--- src/rtl/qformat_dequant.sv ---
// Two-stage converter from signed Q-format fixed point (value = q / 2^FRAC)
// to IEEE-754 binary32. Every legal W fits in the 24-bit significand, so the conversion is exact.
module qformat_dequant #(
  parameter int W    = 8,
  parameter int FRAC = 4
) (
  input  logic         clk,
  input  logic         reset,
  input  logic         in_valid,
  output logic         in_ready,
  input  logic [W-1:0] in_data,
  output logic         out_valid,
  input  logic         out_ready,
  output logic [31:0]  out_data,
  output logic         busy
);

  logic         s1Valid_q, s1Valid_d;
  logic         s1Sign_q,  s1Sign_d;
  logic         s1Zero_q,  s1Zero_d;
  logic [W-1:0] s1Mag_q,   s1Mag_d;
  logic         outValid_q, outValid_d;
  logic [31:0]  outData_q,  outData_d;

  logic         s1Adv;
  logic         s2Adv;
  logic [4:0]   leadPos;
  logic [23:0]  magExt;
  logic [23:0]  magShift;
  logic [7:0]   expo;
  logic [31:0]  packedWord;

  assign s2Adv     = !outValid_q || out_ready;
  assign s1Adv     = !s1Valid_q || s2Adv;
  assign in_ready  = s1Adv;
  assign out_valid = outValid_q;
  assign out_data  = outData_q;
  assign busy      = s1Valid_q | outValid_q;

  // The magnitude is kept W bits unsigned so that -2^(W-1) maps to 2^(W-1).
  always_comb begin
    s1Valid_d = s1Valid_q;
    s1Sign_d  = s1Sign_q;
    s1Zero_d  = s1Zero_q;
    s1Mag_d   = s1Mag_q;
    if (s1Adv) begin
      s1Valid_d = in_valid;
      s1Sign_d  = in_data[W-1];
      s1Zero_d  = (in_data == '0);
      s1Mag_d   = in_data[W-1] ? ((~in_data) + W'(1)) : in_data;
    end
  end

  always_comb begin
    leadPos = '0;
    for (int i = 0; i < W; i++) begin
      if (s1Mag_q[i]) leadPos = 5'(i);
    end
  end

  // Shifting the leading one to bit 23 leaves the fraction bits left-aligned in [22:0].
  always_comb begin
    magExt     = 24'(s1Mag_q);
    magShift   = magExt << (5'd23 - leadPos);
    expo       = 8'(int'(leadPos) + 127 - FRAC);
    packedWord = s1Zero_q ? 32'h0 : {s1Sign_q, expo, magShift[22:0]};
  end

  always_comb begin
    outValid_d = outValid_q;
    outData_d  = outData_q;
    if (s2Adv) begin
      outValid_d = s1Valid_q;
      if (s1Valid_q) outData_d = packedWord;
    end
  end

  always_ff @(posedge clk) begin
    if (!reset) begin
      s1Valid_q  <= 1'b0;
      s1Sign_q   <= 1'b0;
      s1Zero_q   <= 1'b0;
      s1Mag_q    <= '0;
      outValid_q <= 1'b0;
      outData_q  <= 32'h0;
    end else begin
      s1Valid_q  <= s1Valid_d;
      s1Sign_q   <= s1Sign_d;
      s1Zero_q   <= s1Zero_d;
      s1Mag_q    <= s1Mag_d;
      outValid_q <= outValid_d;
      outData_q  <= outData_d;
    end
  end

endmodule

--- config.mk ---
export PLATFORM = sky130hd
export DESIGN_NAME = qformat_dequant
export DESIGN_NICKNAME = d
export VERILOG_FILES = /design/src/rtl/qformat_dequant.sv
export SDC_FILE = /design/constraint.sdc
export NUM_CORES = 1
export LEC_CHECK = 0
export ABC_AREA = 1
export CAP_MARGIN = 20
export CORE_MARGIN = 3
export CORE_UTILIZATION = 46
export CTS_CLUSTER_DIAMETER = 40
export DETAILED_ROUTE_END_ITERATION = 6
export PLACE_DENSITY = 0.78
export SYNTH_ARGS = -nofsm -noshare
export SYNTH_HDL_FRONTEND = slang
export SYNTH_SLANG_ARGS = --single-unit
--- constraint.sdc ---
create_clock -name clk -period 2.1 [get_ports clk]
set_input_delay 0.42 -clock clk [delete_from_list [all_inputs] [get_ports clk]]
set_output_delay 0.42 -clock clk [all_outputs]
set_load 0.1 [all_outputs]
==> reports/qor.yml, run 1 <==
dp_hpwl_mm: 2.51
cts_root_buffer: "clkbuf_4"
final_nets: 266
critical_path_class: "in -> out"
die_width_um: 64.6
async_flop_share_pct: 0
grt_pass1_wl_mm: 5.26
syn_to_final_growth_pct: 18.6
synth_edf_count: 0
die_h_um: 64.6
yosysUniqueCellTypes: 35
ant_nets: 0
fin_worst_skew_ns: 0.00524
hold_slack_ns: 0.473
p_per_area_nw_per_um2: 733
drtPass1Iterations: 4
synth-seq-cells: 26
peakVddDrop_mv: 0.280
ctsResizeCount: 0
port_buffers: 30
worst-path-max-fanout: 5
path_clk_slew_ns: 0.13
row_count: 20
cap_violations: 0
yosys_warnings: 0
synth_largest_area_cell: "dfxtp_1"
core_sq_um: 3150
syn_area_sq_um: 1580
synthFlopType: "dfxtp_1"
grt_max_degree: 18
ios: 47
synthTopCellsByCount: "nand2_1, dfxtp_1, inv_1"
fin_crit_ns: 1.85
drive_gt1_share_pct: 22.8
setup_viol: 0
end_kind: "output port"
insertion_delay_ns: 0.32
start_util_pct: 50.1
critPathLaunchType: "input port"
num_vias: 1346
fin_crit_sh_pct: 88.1
yosys.area.top_type_share_pct: 32.9
drc_errors: 0
synth-seq-area-share_pct: 32.9
status: "finished clean"
syn_inst: 219
fmax_ghz: 0.541
cts_tree: "yes"
cts-hold-fix-buffers: 0
cts_setup_buffers: 0
die_area_sq_um: 4170
synth.area.top_cells: "dfxtp_1, nand2_1, buf_4"
cts.sinks: 26
crit_chain: "clkdlybuf4s50_1 > inv_1 > nand2_2 > nor2_2 > inv_2 > buf_12"
slew_violations: 0
min_path_type: "reg -> reg"
crit_path_top_delay_cell: "clkdlybuf4s50_1"
max_stage_delay_ns: 0.39
cts.path.max_buffers: 2
power.leakage_nw: 0.887
worst-path-buf-inv: 4
ctsHtreeMaxLevel: 1
vias_per_cell: 4.58
rsz0062_at_grt: "false"
routedWlPerCell_um: 10.4
drt-initial-drc-count: 45
required_ns: 1.68
yosysMostFrequentCell: "nand2_1"
diodes: 0
globalplace.congestion: 0.812
track_usage_pct: 15.8
wirelength_mm: 3.04
grt_overflow: 0
numCtsBuffers: 3
grt_pass1_vias: 1250
avgSynthCellArea_sq_um: 7.22
final-hold-violation-count: 0
fin_tns_setup_ns: 0
crit_family: "buffers and inverters"
crit_arrival_ns: 1.43
grt_antenna_before_repair: 0
[placed cells by master, fill, tap and decap left out, drive strengths merged]
cell	n
inv	25
conb	16
nand3	16
nand4	3
nor2	21
buf	24
nor4	1
ha	3
xor2	1
o21ai	6
clkinv	1
or2	3
nor3	3
o221ai	4
a22oi	2
dfxtp	26
clkdlybuf4s50	11
clkbuf	4
a21oi	19
o21a	1
or3	1
nand2	59
[cell families after synthesis]
family | synth area share, %
AO/OA/AOI/OAI | 12.3
XOR/XNOR | 0.554
adder cells (fa/ha/maj) | 2.38
buffers and inverters | 16.5
flip-flops | 32.9
other | 0.237
AND/OR/NAND/NOR | 35.2
[path summary, 6_finish.rpt]
| kind | start | to | slack [ns] | depth (start not counted) |
|---|---|---|---|---|
| max | out_ready | in_ready | 0.25 | 6 |
| min | out_data[17] | out_data[17] | 0.47 | 2 |
| max reg2reg | s1Mag_q[4] | out_data[29] | 0.49 | 9 |
| min reg2reg | out_data[17] | out_data[17] | 0.47 | 2 |
[stage by stage]
step	utilization [%]	power [mW]	worst slack [ns]	std cells	cell area [sq um]
6_report	59.4	1.37	0.250	294	1870
4_1_cts	59.4	1.39	0.232	294	1870
5_1_grt	59.4	1.45	0.181	294	1870
2_1_floorplan	-	1.06	0.273	234	1640
3_3_place_gp	58.3	1.13	0.228	290	1840
3_5_place_dp	58.3	1.14	0.144	290	1840
[tightest hold or removal path: cells and delay by family, from the launching register on]
| family | cells | cell delay (ns) |
|---|---|---|
| DFF | 1 | 0.33 |
| and+or+nand+nor | 1 | 0.06 |
| AOI/OAI and AO/OA | 1 | 0.05 |
[sequential cells by signal (all words and copies together), names as in the netlist]
register,flops
out_data,14
s1Mag_q,8
out_valid,1
s1Sign_q,1
s1Valid_q,1
s1Zero_q,1
[cell type report]
class / instances / area, sq um
inverter: 26 / 103
multi-input combinational: 159 / 856
clock buffer: 4 / 36.3
sequential: 26 / 522
tap: 44 / 55.1
timing repair buffer: 35 / 303
fill: 325 / 1280
[power breakdown]
part	switching, mW	internal, mW
logic	0.449	0.131
registers	0.0229	0.523
clock network	0.142	0.106
[layer usage]
| metal | track usage, % | share of wire (%) |
|---|---|---|
| met2 | 29.3 | 52 |
| met4 | 5.54 | 1.0 |
| met3 | 2.60 | 3.9 |
| met1 | 18.1 | 43 |
| met5 | 0 | 0 |
(Power assumes the default switching activity.)
==> run 2: changes to the inputs <==
--- a/config.mk
+++ b/config.mk
@@ -11,6 +11,7 @@
 export CORE_UTILIZATION = 46
 export CTS_CLUSTER_DIAMETER = 40
 export DETAILED_ROUTE_END_ITERATION = 6
+export GPL_ROUTABILITY_DRIVEN = 0
 export PLACE_DENSITY = 0.78
 export SYNTH_ARGS = -nofsm -noshare
 export SYNTH_HDL_FRONTEND = slang
==> constraint.sdc (replaced) <==
create_clock -name clk -period 1.9 [get_ports clk]
set_input_delay 0.38 -clock clk [delete_from_list [all_inputs] [get_ports clk]]
set_output_delay 0.38 -clock clk [all_outputs]
set_load 0.1 [all_outputs]
==> reports/qor.yml, run 2 (same netlist as run 1, synthesis figures left out) <==
grt_pass1_wl_mm: 5.17  # was 5.26 mm
grt_antenna_before_repair: 0  # unchanged
seqCellArea_sq_um: 522  # unchanged
start_util_pct: 50.1  # unchanged
intPower_mw: 0.955  # was 0.760 mW
critPathLaunchType: "input port"  # unchanged
grt_pass1_vias: 1217  # was 1250
hold_slack_ns: 0.474  # was 0.473 ns
num_vias: 1410  # was 1346
fin_crit_ns: 1.76
die_area_sq_um: 4170  # unchanged
p_comb_share_pct: 39.9  # was 42.2%
p_per_area_nw_per_um2: 847  # was 733 nW/um^2
fmax_ghz: 0.569
worstReg2RegStart: "s1Mag_q[4]"  # unchanged
regToRegSetupSlack_ns: 0.25  # was 0.49 ns
syn_to_final_growth_pct: 23.6  # was 18.6%
diodes: 0  # unchanged
largest_register_ffs: 14  # unchanged
port_buffers: 30  # unchanged
drive_gt1_share_pct: 22.8  # unchanged
drt-initial-drc-count: 35  # was 45
required_ns: 1.52  # was 1.68 ns
crit_arrival_ns: 1.38  # was 1.43 ns
ios: 47  # unchanged
status: "finished clean"  # unchanged
netSwitchingFraction_pct: 42.3  # was 44.7%
routedWlPerCell_um: 10.7  # was 10.4 um
power.leakage_nw: 0.911  # was 0.887 nW
final_common_cell: "nand2_1"  # unchanged
fill_cells: 328  # was 325
final_cell_mix: "nand2_1, dfxtp_1, inv_1, buf_4, a21oi_1"  # was nand2_1, dfxtp_1, buf_4, inv_1, a21oi_1
ctsResizeCount: 0  # unchanged
row_count: 20  # unchanged
p_switching_mw: 0.699  # was 0.614 mW
insertion_delay_ns: 0.33  # was 0.32 ns
critical_path_class: "in -> out"  # unchanged
drtPass1Iterations: 4  # unchanged
min_path_type: "reg -> reg"  # unchanged
hold_depth: 2  # unchanged
min_to: "out_data[25]"  # was out_data[17]
fin_worst_skew_ns: 0.00318  # was 0.00524 ns
cts.path.max_buffers: 2  # unchanged
cap_violations: 0  # unchanged
cts_setup_buffers: 0  # unchanged
min_from: "out_data[25]"  # was out_data[17]
cts_tree: "yes"  # unchanged
track_usage_pct: 15.6  # was 15.8%
fin_crit_sh_pct: 92.5
cts.sinks: 26  # unchanged
path_clk_slew_ns: 0.14  # was 0.13 ns
rr_worst_depth: 9  # unchanged
setup_viol: 0  # unchanged
end_kind: "output port"  # unchanged
grt_max_degree: 18  # unchanged
wirelength_mm: 3.16  # was 3.04 mm
vias_per_cell: 4.80  # was 4.58
numCtsBuffers: 3  # unchanged
final-hold-violation-count: 0  # unchanged
timing.rr.end: "out_data[29]"  # unchanged
die_width_um: 64.6  # unchanged
cts-hold-fix-buffers: 0  # unchanged
rsz0062_at_grt: "false"  # unchanged
final_nets: 266  # unchanged
ctsHtreeMaxLevel: 1  # unchanged
seq_power_share_pct: 36.7  # was 39.8%
dp_hpwl_mm: 2.53  # was 2.51 mm
worst-path-max-fanout: 9  # was 5
multi_input_area_sq_um: 856  # unchanged
slew_violations: 0  # unchanged
fin_tns_setup_ns: 0  # unchanged
power.total_mw: 1.65  # was 1.37 mW
core_sq_um: 3150  # unchanged
drc_errors: 0  # unchanged
clkPwrFrac_pct: 23.3  # was 18.0%
grt_overflow: 0  # unchanged
ant_nets: 0  # unchanged
die_h_um: 64.6  # unchanged
cts_root_buffer: "clkbuf_4"  # unchanged
peakVddDrop_mv: 0.390  # was 0.280 mV
-- run 2: cell types whose count changed in the layout (fill, tap and decap cells not counted), sizes merged --
| cell | change |
|---|---|
| bufinv | +1 |
| clkbuf | -1 |
-- run 2: stage by stage --
| stage | area (sq um) | std cells | setup slack (ns) | util, % |
|---|---|---|---|---|
| floorplan | 1640 | 234 | 0.0761 | - |
| global placement | 1900 | 290 | 0.109 | 60.3 |
| detailed placement | 1900 | 290 | 0.0390 | 60.3 |
| CTS | 1950 | 294 | 0.136 | 61.9 |
| global route | 1950 | 294 | 0.0804 | 61.9 |
| finish | 1950 | 294 | 0.142 | 61.9 |
-- run 2: cell type report --
cell class              instances  share of cell area (%)
clock buffers                   3                    1.15
clock inverters                 1                    1.54
inverters                      26                    5.25
multi-input cells             159                    43.8
flip-flops and latches         26                    26.7
well taps                      44                    2.82
repair buffers                 35                    18.7
-- run 2: how the worst max path moves through the flow --
stage          startpoint    endpoint  slack, ns  cells after the start
2_1_floorplan   out_valid  s1Mag_q[3]       0.08                      6
3_3_place_gp   in_data[0]    s1Zero_q       0.11                      8
3_5_place_dp   in_data[0]    s1Zero_q       0.04                      8
4_1_cts         out_ready    in_ready       0.14                      6
5_1_grt         out_ready    in_ready       0.08                      6
6_report        out_ready    in_ready       0.14                      6
-- run 2: metal layers --
metal	GRT usage, %	routed length, um	vias up
met4	6.33	52	0
met5	0	0	-
met2	28.7	1640	29
met1	17.9	1350	643
met3	2.08	114	5
li1	-	-	733
-- run 2: critical path, stage by stage --
cell	delay (ns)
clkdlybuf4s50_1	0.46
inv_1	0.04
nand2_2	0.09
nor2_2	0.05
inv_2	0.15
buf_12	0.20
-- run 2: power by group through the flow --
stage                     Clock [mW]  Sequential, mW  Combinational, mW
after floorplan                    0           0.747              0.424
after global placement             0           0.618              0.652
after detailed placement           0           0.620              0.661
after CTS                      0.392           0.608              0.664
after global routing           0.417           0.613              0.702
final                          0.386           0.607              0.661
==> run 3: changes to the inputs <==
--- a/config.mk
+++ b/config.mk
@@ -13,6 +13,7 @@
 export DETAILED_ROUTE_END_ITERATION = 6
 export GPL_ROUTABILITY_DRIVEN = 0
 export PLACE_DENSITY = 0.78
+export SLEW_MARGIN = 40
 export SYNTH_ARGS = -nofsm -noshare
 export SYNTH_HDL_FRONTEND = slang
 export SYNTH_SLANG_ARGS = --single-unit
==> results of run 3 <==
The final DEF is identical to that of run 2; final timing and power are the same.
==> variant 1: new RTL, config.mk and constraints of run 2 <==
Make the reset (`reset`) asynchronous in one clocked block.
--- a/src/rtl/qformat_dequant.sv
+++ b/src/rtl/qformat_dequant.sv
@@ -75,7 +75,7 @@
     end
   end
 
-  always_ff @(posedge clk) begin
+  always_ff @(posedge clk or negedge reset) begin
     if (!reset) begin
       s1Valid_q  <= 1'b0;
       s1Sign_q   <= 1'b0;
Formal check against the unedited RTL: differs if reset is asserted again (counterexample within 4 cycles, from zero or initial values and one cycle with reset low); with reset held inactive, the same outputs for 10 cycles.
==> variant 1 against run 2 <==
- sequential cell count is the same
- maximum frequency rose by 2.9%
- register-to-register slack worse by 0.05 ns
- largest cell class unchanged
- synthesized cell count fell by 13%
- synthesized area decreased by 0.16%
- routed wire length fell by 10%
- setup slack better by 0.049 ns
- cell area is 4.2% higher
- clock skew is 0.0061 ns higher
Power is not compared: it rests on default switching activity, and its combinational part moved more than twofold at a synthesized area within 25%.
==> variant 1: results (changes against run 2) <==
CTS-BUFFERS-INSERTED=3  # unchanged
VIASPERCELL=4.63  # -3.4%
CELLLEAKAGEPOWER_nW=1.02
HOLD_PATH.CLASS='primary input to async pin'
YS_ASYNC_RST_SHARE=1.00  # +1.00
VIAS_IN_THE_FIRST_GLOBAL_ROUTE=1211  # -0.49%
FINAL.SETUP_SKEW_NS=0.00932  # +0.00614 ns
YS_TOP_CELLS_BY_COUNT='sky130_fd_sc_hd__nand2_1, sky130_fd_sc_hd__dfrtp_1, sky130_fd_sc_hd__buf_4'
CRITPATHARRIVALTIME_NS=1.33  # -0.05 ns
PWR-SHARE-SEQ=0.264
POST_CTS.RESIZED_INSTANCES=0  # unchanged
ANTENNA_FOUND_INITIAL=0  # unchanged
CLOCK_TRANSITION_AT_THE_REGISTERS_OF_THE_REPORTED_PATHS_NS=0.15
CRITPATHSLOWESTCELL='sky130_fd_sc_hd__dfrtp_2'
MUXSHAREOFSYNTHAREA=0  # unchanged
CPPEAKSTAGEDELAY_NS=0.49  # +0.03 ns
DRIVE_ABOVE_1_SHARE=0.230  # +0.00173
POST-CTS-SETUP-BUFFERS=0  # unchanged
POWER_FRAC_COMB=0.610
GRT_PASS1_WL_UM=5110  # -1.2%
POST_SYNTH_FA_HA_MAJ_AREA_FRACTION=0.0238  # +0.0000377
GRT_USE_TOTAL=0.155  # -0.00100
DRT_ITER0_MARKERS=57  # +63%
YOSYS-TOP-CELLS-AREA='sky130_fd_sc_hd__dfrtp_1, sky130_fd_sc_hd__nand2_1, sky130_fd_sc_hd__buf_4'
CRIT_START='out_valid$_DFFE_PN0N_'
DIODES=0  # unchanged
FIRSTDRTPASSITERS=4  # unchanged
SEQ_AREA_FRAC_SYNTH=0.412  # +0.0830
WORST_R2R_STARTPOINT='s1Mag_q[5]$_DFFE_PN0P_'
AVGROUTEDWIREPERCELL_UM=10.7  # -0.65%
YS.FLOP_TYPE='sky130_fd_sc_hd__dfrtp_1'
PORT_BUFFERS=30  # unchanged
LARGEST_REGISTER_FFS=14  # unchanged
SYNTH-XOR-AREA-SHARE=0.0278  # +0.0222
RUN_STATUS='completed'
FINISH.NET_COUNT=238  # -11%
NUMBER_OF_BUFFERS_ON_THE_LONGEST_CLOCK_PATH=2  # unchanged
CP_MAX_FO=4  # -5
YOSYS_WARNINGS=0  # unchanged
SYNTH-COMPOUND-AREA-SHARE=0.0944  # -0.0284
YS_TYPES=30  # -14%
DP_HPWL_UM=2300  # -9.1%
PIN_COUNT_OF_THE_BIGGEST_NET_ENTERING_GLOBAL_ROUTING=27  # +9
SWITCHING_POWER_mW=1.61
## variant 1: logic make-up after synthesis
kind of cell | Yosys count
AO/OA/AOI/OAI | 24
XOR/XNOR | 5
adder cells (fa/ha/maj) | 3
buffers and inverters | 42
flip-flops | 26
other | 1
AND/OR/NAND/NOR | 90
## variant 1: stage by stage
stage | hold WS, ns | power, mW | cells | setup WS [ns]
after detailed placement | 0.475 | 2.65 | 262 | 0.0761
after global placement | 0.464 | 2.63 | 262 | 0.133
final | 0.396 | 3.01 | 266 | 0.191
after CTS | 0.411 | 3.03 | 266 | 0.183
after floorplan | 0.0844 | 2.16 | 206 | 0.174
after global routing | 0.423 | 3.15 | 266 | 0.0710
## variant 1: per-layer routing
metal | track usage | vias up | routed length [µm]
met5 | 0 | - | 0
met4 | 0.0554 | 0 | 42
met3 | 0.0225 | 4 | 125
met2 | 0.277 | 30 | 1400
met1 | 0.187 | 556 | 1260
li1 | - | 642 | -
## variant 1: worst paths after layout
kind | slack, ns | cells past startpoint | end
setup / recovery | 0.19 | 2 | busy
hold / removal | 0.40 | 2 | out_data[28]$_DFFE_PN0P_
setup reg to reg | 0.20 | 8 | out_data[25]$_DFFE_PN0P_
hold reg to reg | 0.50 | 2 | out_data[20]$_DFFE_PN0P_
max in group asynchronous | 1.25 | 2 | out_valid$_DFFE_PN0N_
min in group clk | 0.50 | 2 | out_data[20]$_DFFE_PN0P_
## variant 1: critical path, delay by kind of cell, from the launching register on
kind / cells / cell delay [ns]
DFF: 1 / 0.49
buffers and inverters: 1 / 0.17
and+or+nand+nor: 1 / 0.34
## variant 1: cell type report
cell class	count	area, µm²
fillers	287	1120
multi-input cells	138	761
flip-flops and latches	26	652
repair buffers	32	430
inverters	22	85.1
well taps	44	55.1
clock inverters	1	30.0
clock buffers	3	22.5
==> variant 2: new RTL, settings of run 2 <==
Made on the original files. `outData_q` no longer has a reset.
--- a/src/rtl/qformat_dequant.sv
+++ b/src/rtl/qformat_dequant.sv
@@ -82,15 +82,17 @@
       s1Zero_q   <= 1'b0;
       s1Mag_q    <= '0;
       outValid_q <= 1'b0;
-      outData_q  <= 32'h0;
     end else begin
       s1Valid_q  <= s1Valid_d;
       s1Sign_q   <= s1Sign_d;
       s1Zero_q   <= s1Zero_d;
       s1Mag_q    <= s1Mag_d;
       outValid_q <= outValid_d;
-      outData_q  <= outData_d;
     end
+  end
+
+  always_ff @(posedge clk) begin
+    outData_q <= outData_d;
   end
 
 endmodule
Formal check against the unedited RTL: differs if reset is asserted again (counterexample within 4 cycles, from zero or initial values and one cycle with reset low); with reset held inactive, the same outputs for 10 cycles.
==> variant 2 against run 2 <==
- hold slack improved by 0.012 ns
- global-route usage fell by 2.1 points
- setup slack improved by 0.093 ns
- sequential cell count did not move
- cell area fell by 1.9%
- routed wire length fell by 14%
- synthesized area rose by 0.79%
- clock skew barely moved
- total power fell by 3.9%
- critical path type unchanged
- largest cell class unchanged
- highest routed layer unchanged
==> variant 2: results (changes against run 2) <==
DRIVE_ABOVE_1_SHARE=0.241  # +0.0131
YOSYS-TOP-CELLS-AREA='sky130_fd_sc_hd__edfxtp_1, sky130_fd_sc_hd__dfxtp_1, sky130_fd_sc_hd__buf_4'
CELLLEAKAGEPOWER_nW=0.909  # -0.19%
DP_HPWL_UM=2160  # -14%
GRT_PASS1_WL_UM=4550  # -12%
CRITICAL_PATH.REG2REG.ENDPOINT='out_data[25]$_SDFFCE_PP0P_'
CRIT_START='out_ready'
PORT_BUFFERS=30  # unchanged
LARGEST_REGISTER_FFS=14  # unchanged
SEQ_AREA_FRAC_SYNTH=0.415  # +0.0854
MIN_DELAY_WORST_ENDPOINT='s1Sign_q$_SDFFE_PN0P_'
CP_MAX_FO=2  # -7
WORST-SLEW-PIN-TRANSITION_NS=0.545
FINISH.NET_COUNT=240  # -9.8%
PIN_COUNT_OF_THE_BIGGEST_NET_ENTERING_GLOBAL_ROUTING=15  # -3
MIN_FROM='s1Sign_q$_SDFFE_PN0P_'
YS.FLOP_TYPE='sky130_fd_sc_hd__edfxtp_1'
DETAILROUTE.VIA_COUNT=1233  # -13%
SYNTH_ENABLE_FLOP_CELLS=14  # +14
YS_TOP_CELLS_BY_COUNT='sky130_fd_sc_hd__nand2_1, sky130_fd_sc_hd__buf_4, sky130_fd_sc_hd__inv_1'
AVGROUTEDWIREPERCELL_UM=10.1  # -5.7%
DRT_ITER0_MARKERS=19  # -46%
RR_WORST_DEPTH=9  # unchanged
CLOCK_LATENCY_NS=0.31  # -0.02 ns
YS_TYPES=32  # -8.6%
WORSTSETUPENDPOINTTYPE='output port'
POWER.IR.VDD_WORST_mV=0.339  # -13%
CRITPATHARRIVALTIME_NS=1.29  # -0.09 ns
REG2REG_SETUP_SLACK_NS=0.27  # +0.02 ns
VIAS_IN_THE_FIRST_GLOBAL_ROUTE=1120  # -8.0%
CTS_ROOT_BUF='sky130_fd_sc_hd__clkbuf_4'
GRT_USE_TOTAL=0.135  # -0.0208
RUN_STATUS='completed'
FINAL.SETUP_SKEW_NS=0.00364  # +0.000454 ns
## variant 2: changes by cell type in the layout (fill, tap and decap cells not counted), moves of 3 or more
cell | before | now
sky130_fd_sc_hd__a21oi_1 | 17 | 13
sky130_fd_sc_hd__nand2_1 | 49 | 32
sky130_fd_sc_hd__edfxtp_1 | 0 | 14
sky130_fd_sc_hd__inv_4 | 0 | 3
sky130_fd_sc_hd__dfxtp_1 | 25 | 11
## variant 2: cell type report
cell class              count  area, µm²
well taps                  44       55.1
inverters                  27        109
multi-input cells         134        717
fillers                   283       1260
flip-flops and latches     26        662
repair buffers             33        338
clock buffers               4       36.3
## variant 2: kinds of logic after synthesis
family,share of synthesized area
AO/OA/AOI/OAI,0.0974
other,0.00235
XOR/XNOR,0.00550
flip-flops,0.415
adder cells (fa/ha/maj),0.0236
buffers and inverters,0.170
AND/OR/NAND/NOR,0.286
## variant 2: report_power, final
group | total, mW | internal (mW) | switching [mW]
registers | 0.667 | 0.641 | 0.0257
logic | 0.654 | 0.153 | 0.500
clock network | 0.268 | 0.117 | 0.151
## variant 2: critical path: cells and delay by family
kind / cells / cell delay [ns]
buf+inv: 4 / 0.74
simple gates: 2 / 0.16
## variant 2: worst max path at each step
stage                                            end  slack [ns]  cells after the start
after floorplan                         out_data[28]        0.17                      1
after global placement       s1Mag_q[6]$_SDFFE_PN0P_        0.19                      9
after detailed placement     s1Mag_q[6]$_SDFFE_PN0P_        0.14                      9
after CTS                                   in_ready        0.22                      6
after global routing      out_data[25]$_SDFFCE_PP0P_        0.15                     11
final                                       in_ready        0.23                      6
## variant 2: metrics by stage
stage	setup slack [ns]	hold WS [ns]	instances	area, µm²	util
after floorplan	0.173	0.444	208	1650	-
final	0.235	0.486	268	1920	0.603
after detailed placement	0.137	0.464	264	1880	0.592
after global routing	0.153	0.519	268	1920	0.603
after global placement	0.190	0.461	264	1880	0.592
after CTS	0.221	0.483	268	1920	0.603
## variant 2: routing by layer
layer / part of all wire / routed length (µm) / GRT usage / vias to the layer above
li1: - / - / - / 660
met4: 0.013 / 35 / 0.0554 / 0
met2: 0.49 / 1320 / 0.235 / 32
met5: 0 / 0 / 0 / -
met3: 0.048 / 129 / 0.0243 / 4
met1: 0.45 / 1230 / 0.162 / 537
